### config.mk
export PLATFORM = sky130hd
export DESIGN_NAME = sm_to_twos_serial
export DESIGN_NICKNAME = d
export VERILOG_FILES = /design/src/rtl/sm_pkg.sv /design/src/rtl/serial_twos_cell.sv /design/src/rtl/sm_to_twos_serial.sv
export SDC_FILE = /design/constraint.sdc
export NUM_CORES = 1
export LEC_CHECK = 0
export CAP_MARGIN = 20
export CELL_PAD_IN_SITES_DETAIL_PLACEMENT = 1
export CELL_PAD_IN_SITES_GLOBAL_PLACEMENT = 1
export CORE_MARGIN = 8
export CORE_UTILIZATION = 35
export CTS_BUF_LIST = sky130_fd_sc_hd__clkbuf_8
export DETAILED_ROUTE_END_ITERATION = 6
export GPL_ROUTABILITY_DRIVEN = 1
export PLACE_DENSITY_LB_ADDON = 0.3
export SYNTH_ARGS = -nofsm -noshare
export SYNTH_HDL_FRONTEND = slang
export SYNTH_SLANG_ARGS = --single-unit
### constraint.sdc
create_clock -name clk -period 4.25 [get_ports clk]
set_clock_uncertainty 0.2 [all_clocks]
set_input_delay 1.0625 -clock clk [delete_from_list [all_inputs] [get_ports clk]]
set_output_delay 1.0625 -clock clk [all_outputs]
set_load 0.05 [all_outputs]
### src/rtl/sm_pkg.sv
// Shared sign-magnitude definitions: FSM states, default width, saturation
// limits and the overflow predicate used when converting back to two's complement.
package sm_pkg;

  localparam int DEFAULT_WIDTH = 16;

  typedef enum logic [1:0] {
    IDLE  = 2'd0,
    SHIFT = 2'd1,
    DONE  = 2'd2
  } state_e;

  function automatic logic [63:0] sat_pos(input int width);
    return (64'd1 << (width - 1)) - 64'd1;
  endfunction

  function automatic logic [63:0] sat_neg(input int width);
    return 64'd1 << (width - 1);
  endfunction

  // Negative side may reach 2^(width-1); positive side stops one short of it.
  function automatic logic ovf(input logic sgn, input logic [63:0] mag, input int width);
    return sgn ? (mag > sat_neg(width)) : (mag > sat_pos(width));
  endfunction

endpackage

### src/rtl/serial_twos_cell.sv
// One-bit serial negation cell: passes bits up to and including the first 1,
// then inverts every later bit when the word is negative.
module serial_twos_cell (
  input  logic clk,
  input  logic rst_n,
  input  logic clear,
  input  logic en,
  input  logic sign,
  input  logic bit_in,
  output logic out_bit
);

  logic seen_one_q;
  logic seen_one_d;

  always_comb begin
    seen_one_d = seen_one_q;
    if (clear) begin
      seen_one_d = 1'b0;
    end else if (en) begin
      seen_one_d = seen_one_q | bit_in;
    end
  end

  always_ff @(posedge clk or negedge rst_n) begin
    if (!rst_n) begin
      seen_one_q <= 1'b0;
    end else begin
      seen_one_q <= seen_one_d;
    end
  end

  assign out_bit = bit_in ^ (sign & seen_one_q);

endmodule

### src/rtl/sm_to_twos_serial.sv
// Bit-serial sign-magnitude to two's-complement converter with saturation,
// processing one magnitude bit per cycle LSB-first behind valid/ready handshakes.
module sm_to_twos_serial
  import sm_pkg::*;
#(
  parameter int WIDTH = DEFAULT_WIDTH
) (
  input  logic             clk,
  input  logic             rst_n,
  input  logic             in_valid,
  output logic             in_ready,
  input  logic             sign,
  input  logic [WIDTH-1:0] magnitude,
  output logic             out_valid,
  input  logic             out_ready,
  output logic [WIDTH-1:0] result,
  output logic             overflow,
  output logic             busy
);

  localparam int CW = $clog2(WIDTH);
  localparam logic [WIDTH-1:0] SAT_POS = WIDTH'(sat_pos(WIDTH));
  localparam logic [WIDTH-1:0] SAT_NEG = WIDTH'(sat_neg(WIDTH));
  localparam logic [CW-1:0]    LAST    = CW'(WIDTH - 1);

  state_e           state_q, state_d;
  logic [CW-1:0]    cnt_q, cnt_d;
  logic [WIDTH-1:0] mag_sr_q, mag_sr_d;
  logic [WIDTH-1:0] res_sr_q, res_sr_d;
  logic             sign_q, sign_d;
  logic             ovf_q, ovf_d;
  logic [WIDTH-1:0] result_q, result_d;
  logic             overflow_q, overflow_d;

  logic accept;
  logic step;
  logic out_bit;

  assign accept = in_valid && (state_q == IDLE);
  assign step   = (state_q == SHIFT);

  serial_twos_cell u_cell (
    .clk     (clk),
    .rst_n   (rst_n),
    .clear   (accept),
    .en      (step),
    .sign    (sign_q),
    .bit_in  (mag_sr_q[0]),
    .out_bit (out_bit)
  );

  always_comb begin
    state_d    = state_q;
    cnt_d      = cnt_q;
    mag_sr_d   = mag_sr_q;
    res_sr_d   = res_sr_q;
    sign_d     = sign_q;
    ovf_d      = ovf_q;
    result_d   = result_q;
    overflow_d = overflow_q;
    case (state_q)
      IDLE: begin
        if (in_valid) begin
          mag_sr_d = magnitude;
          sign_d   = sign;
          ovf_d    = ovf(sign, 64'(magnitude), WIDTH);
          cnt_d    = '0;
          res_sr_d = '0;
          state_d  = SHIFT;
        end
      end
      SHIFT: begin
        res_sr_d = {out_bit, res_sr_q[WIDTH-1:1]};
        mag_sr_d = mag_sr_q >> 1;
        cnt_d    = cnt_q + CW'(1);
        // Final step: publish the rebuilt word, or the saturation limit.
        if (cnt_q == LAST) begin
          state_d    = DONE;
          cnt_d      = '0;
          overflow_d = ovf_q;
          result_d   = ovf_q ? (sign_q ? SAT_NEG : SAT_POS) : res_sr_d;
        end
      end
      DONE: begin
        if (out_ready) begin
          state_d = IDLE;
        end
      end
      default: state_d = IDLE;
    endcase
  end

  always_ff @(posedge clk or negedge rst_n) begin
    if (!rst_n) begin
      state_q    <= IDLE;
      cnt_q      <= '0;
      mag_sr_q   <= '0;
      res_sr_q   <= '0;
      sign_q     <= 1'b0;
      ovf_q      <= 1'b0;
      result_q   <= '0;
      overflow_q <= 1'b0;
    end else begin
      state_q    <= state_d;
      cnt_q      <= cnt_d;
      mag_sr_q   <= mag_sr_d;
      res_sr_q   <= res_sr_d;
      sign_q     <= sign_d;
      ovf_q      <= ovf_d;
      result_q   <= result_d;
      overflow_q <= overflow_d;
    end
  end

  assign in_ready  = (state_q == IDLE);
  assign out_valid = (state_q == DONE);
  assign busy      = (state_q == SHIFT) || (state_q == DONE);
  assign result    = result_q;
  assign overflow  = overflow_q;

endmodule

======== Word level (Yosys, flattened, before mapping) ========
Index checks and enable logic that the tools add are counted.
word-level totals
  flip-flop bits (word level) ............. 58
  latch bits .............................. 0
  bits in writable memories ............... 0
  bits in read-only memories .............. 0
  output and inout port bits .............. 20
  word-level logic and storage cells ...... 46
  memories kept ........................... 0
operators by class
  add/sub/neg operators ................... 1
  $mul .................................... 0
  div/mod/pow operators ................... 0
  order comparisons ....................... 2
  equal/unequal tests ..................... 6
  shift-type cells ........................ 0
  mux-type cells .......................... 16
  bitwise operators ....................... 3
  reduce and logical (&&, ||, !) cells .... 9
operators by type and width
  cell                    count
  $mux W16                4
  $pmux W16 S2            2
  $gt A16 B15 Y1 const B  1
  $gt A16 B16 Y1 const B  1
  $mux W4                 2
  $pmux W4 S2             1
  $mux W2                 3
  $pmux W2 S3             1
  $reduce_and A2 Y1       3
  $add A4 B1 Y4 const B   1
  $eq A4 B4 Y1 const B    1
  $ne A2 B1 Y1 const B    2
  $reduce_bool A2 Y1      2
  $mux W1                 3
  $reduce_and A3 Y1       1
  $eq A2 B1 Y1 const B    1
  $eq A2 B2 Y1 const B    1
  $logic_not A2 Y1        1
  $ne A2 B2 Y1 const B    1
  $and A1 B1 Y1           1
  $logic_and A1 B1 Y1     1
  $logic_or A1 B1 Y1      1
  $or A1 B1 Y1            1
  $xor A1 B1 Y1           1

======== Longest topological paths before layout ========
  word-level depth ........................ 3
  depth in mapped cells ................... 7
  depth with buffers taken out ............ 5

======== Hierarchy ========
From an unflattened synthesis, not the netlist that was laid out.
unflattened totals
  cell total of the unflattened synthesis .. 232
  area, all modules ....................... 2,502.4 µm²
by module, submodules not included
  module             times used  cells each  area each (µm²)  sequential area each (µm²)
  sm_to_twos_serial  1           227         2,456.1          1,401.3
  serial_twos_cell   1           5           46.3             25.0

======== Worst setup path before layout ========
No wires, ideal clock.
  kind .................................... register to output
  from .................................... register state_q[0]
  to ...................................... output port in_ready
  data arrival time ....................... 1.039 ns
  data required time ...................... 2.988 ns
  setup slack ............................. 1.949 ns
  stages on the path, launching flop included .. 3
  path buffers ............................ 0
  cells stage by stage .................... dfrtp_1 > inv_1 > ha_1
on the way
  longest elaborated chain between the ends .. 1
RTL lines
  what                      RTL line                  text
  start: declaration        sm_to_twos_serial.sv:26   state_e state_q, state_d;
  start signal: assignment  sm_to_twos_serial.sv:104  state_q <= state_d;
  $logic_not A2 Y1          sm_to_twos_serial.sv:115  assign in_ready = (state_q == IDLE);
  end: declaration          sm_to_twos_serial.sv:11   output logic in_ready,
Every way passes these cells.

======== Worst setup path after layout ========
Ends and elaborated chain as after synthesis.

==> results.md <==
- Vias in the first global route: 2003
- RSZ-0062 raised after global routing: no
- Primary FF master, synth: dfrtp_1
- Register area: 1430 um^2
- Final hold vios: 0
- Vias: 1853
- Postcts setup bufs: 0
- Post-CTS resize count: 0
- Distinct cells, synth: 35
- Finished Layout Cells: 377
- Max clock buf depth: 2
- Worst slew margin: 31.5%
- Fin crit period: 3.36 ns
- Core Util, Final: 45.2%
- Area grow syn2layout: 27.7%
- Status: completed
- Footprint of the multi-input gates: 993 um^2
- Measured slew at the worst slew-check pin: 1.03 ns
- Synth area leader: dfrtp_1
- Die width: 101 um
- Layout cells sized above 1: 8.99%
- Clock Sink Count: 57
- Required @ worst endpoint: 2.99 ns
- Reg2reg start: state_q[0]$_DFFE_PN0P_
- Antenna Nets Post-Route: 0
- TritonCTS clock tree: yes
- Cell family with the largest share of critical-path delay: buffers and inverters
- Grt total ovfl: 0
- Die area: 10200 um^2
- Port Buffers: 40
- Top-count cell post-synth: dfrtp_1
- Worst path max stage delay: 0.89 ns
- Largest net degree at the start of global routing: 39
- Antenna fix cells: 0
- Worst Setup Path Type: register to output pin
- Synth top area share: 56.4%
- R2R cell count: 5
- DR pass1 iterations: 4
- Fin Setup TNS: 0 ns
- Detailed Place HPWL: 3.94 mm
- Max cap viols: 0
- Htree depth: 3
- # setup viols final: 0
- Register bit total from synthesis: 57
- Max Transition Viols Final: 0
- Critical-path top delay cell: clkdlybuf4s50_1
- Synthesized area per cell: 10.8 um^2
- Hold Path Sink: result[5]$_DFFE_PN0P_
- Fraction of registers with async set/reset: 100%
- Worst Hold Launch: result[5]$_DFFE_PN0P_
- Inserted Clock Buffers: 9
- Mapped Cells: 233
- Core footprint: 7140 um^2
- Vias per cell: 4.92
- Initial antenna violation count: 0
- I/O pin total: 41
- Period utilization: 79.1%
- Synthesized area: 2530 um^2
- Fmax: 298 MHz
- Leakage power: 1.42 nW
- Ys Warns: 0
- Largest cells by area after synthesis: dfrtp_1 (56%), o21ai_0 (6.7%), mux2i_1 (5.9%)
- Cts hold-fix bufs: 0
- CTS Root Buffer Type: clkbuf_8
- Overall die height: 101 um
- Starting density of the core: 35.4%
- CP startpoint kind: register
- Placed Cells: 361
- Final net count: 298
- Pre-CTS setup slack: 1.21 ns
- Clk_lat worst skew: 0.33 ns
- Site row count: 31
- Commonest cells post-synth: dfrtp_1 (57), nand2_1 (38), o21ai_0 (34)
- First-pass GRT wire length: 9.77 mm
- Hold Path Class: register to register
- Final worst slack: 0.890 ns
- GRT Overall Usage: 12.2%
- Routability cong.: 0.699
- Worst R2R Setup Slack: 1.89 ns
- Number of synthesized flops with an enable pin: 0
- Power per unit of standard cell area: 681 nW/um^2
- Hold Path Cell Cnt: 2
- Clk slew on worst S/H paths: 0.06 ns
- Sequential share of the synthesized area: 56.4%
- WL final: 5.79 mm
- Critical R2R Capture: mag_sr_q[3]$_DFFE_PN0P_
- WL/cell: 15.4 um
- Critical path endpoint category: output pin
- DRT iter0 DRCs: 79
- Critical path cell sequence: inv_1 -> ha_1 -> clkdlybuf4s50_1
- CP arrival: 2.10 ns
- DR DRC count: 0
- Fillers: 802
- Worst Path Max Fanout: 8
- Syn nets: 258
- Worst Path Buf+Inv: 2
- VDD IR max: 386 uV
[sequential cells by signal, indices dropped and copies added (netlist names)]
signal,count
cnt_q,4
mag_sr_q,16
overflow,1
ovf_q,1
res_sr_q,15
result,16
sign_q,1
state_q,2
u_cell.seen_one_q,1
[per-layer routing]
metal / global-route usage (%) / routed length (um) / vias to the layer above / share of wire, %
met5: 0 / 0 / - / 0
met4: 6.19 / 112 / 0 / 1.9
met3: 3.59 / 379 / 13 / 6.5
met2: 18.0 / 2430 / 48 / 42
met1: 15.9 / 2870 / 874 / 49
li1: - / - / 918 / -
[cell families (layout without fill, tap and decap cells)]
kind of cell               Yosys count  count (layout)  share of synthesized area (%)
xor gates and xnor gates             1               1                          0.347
DFF                                 57              57                           56.4
buffers and inverters               19              64                           4.60
AOI/OAI and AO/OA                   77              77                           18.6
adders and majority gates            4               4                           1.98
and+or+nand+nor                     57              57                           10.7
muxes                               18              18                           7.38
[stage by stage]
| step | hold WS (ns) | area, um^2 | total power, mW |
|---|---|---|---|
| 2_1_floorplan | 0.250 | 2530 | 1.42 |
| 3_3_place_gp | 0.261 | 2980 | 1.56 |
| 3_5_place_dp | 0.271 | 2980 | 1.59 |
| 4_1_cts | 0.286 | 3230 | 2.23 |
| 5_1_grt | 0.301 | 3230 | 2.35 |
| 6_report | 0.278 | 3230 | 2.20 |
[report_power, final]
part	internal (mW)	switching, mW	leakage (nW)
combinational	0.301	0.439	0.534
clock	0.402	0.219	0.124
sequential	0.707	0.129	0.758
[final cells by class]
type                    count  share of cell area, %
clock buffers              10                   4.26
clock inverters             6                   3.29
inverters                   4                  0.465
multi-input cells         157                   30.8
flip-flops and latches     57                   44.2
well taps                  99                   3.84
repair buffers             44                   13.2
[worst reg2reg max path, cell delays in order, from the launching register on]
cell	delay, ns
dfrtp_1	0.39
inv_1	0.09
ha_1	0.40
mux2i_4	0.54
buf_4	0.41
o21ai_0	0.19
[cells in the final DEF, fill, tap and decap left out, types with 2 or more instances in the layout]
master	n
dfrtp_1	57
clkdlybuf4s50_1	39
nand2_1	38
o21ai_0	34
a21oi_1	19
a22o_1	17
mux2i_1	15
clkbuf_8	10
inv_1	4
nor2b_1	4
ha_1	4
buf_4	4
nand3_1	3
nor4_1	3
bufinv_16	3
a211oi_1	2
mux2_2	2
nand2b_1	2
[worst max-delay path by stage]
stage / startpoint / endpoint / slack [ns] / cells past startpoint
after global placement: state_q[0]$_DFFE_PN0P_ / in_ready / 1.29 / 3
final: state_q[0]$_DFFE_PN0P_ / in_ready / 0.89 / 3
after detailed placement: in_valid / mag_sr_q[3]$_DFFE_PN0P_ / 1.21 / 4
after floorplan: state_q[0]$_DFFE_PN0P_ / in_ready / 1.95 / 2
after global routing: state_q[1]$_DFFE_PN0P_ / in_ready / 0.79 / 3
after CTS: state_q[0]$_DFFE_PN0P_ / in_ready / 0.86 / 3
Power figures use the tool's default switching activity.
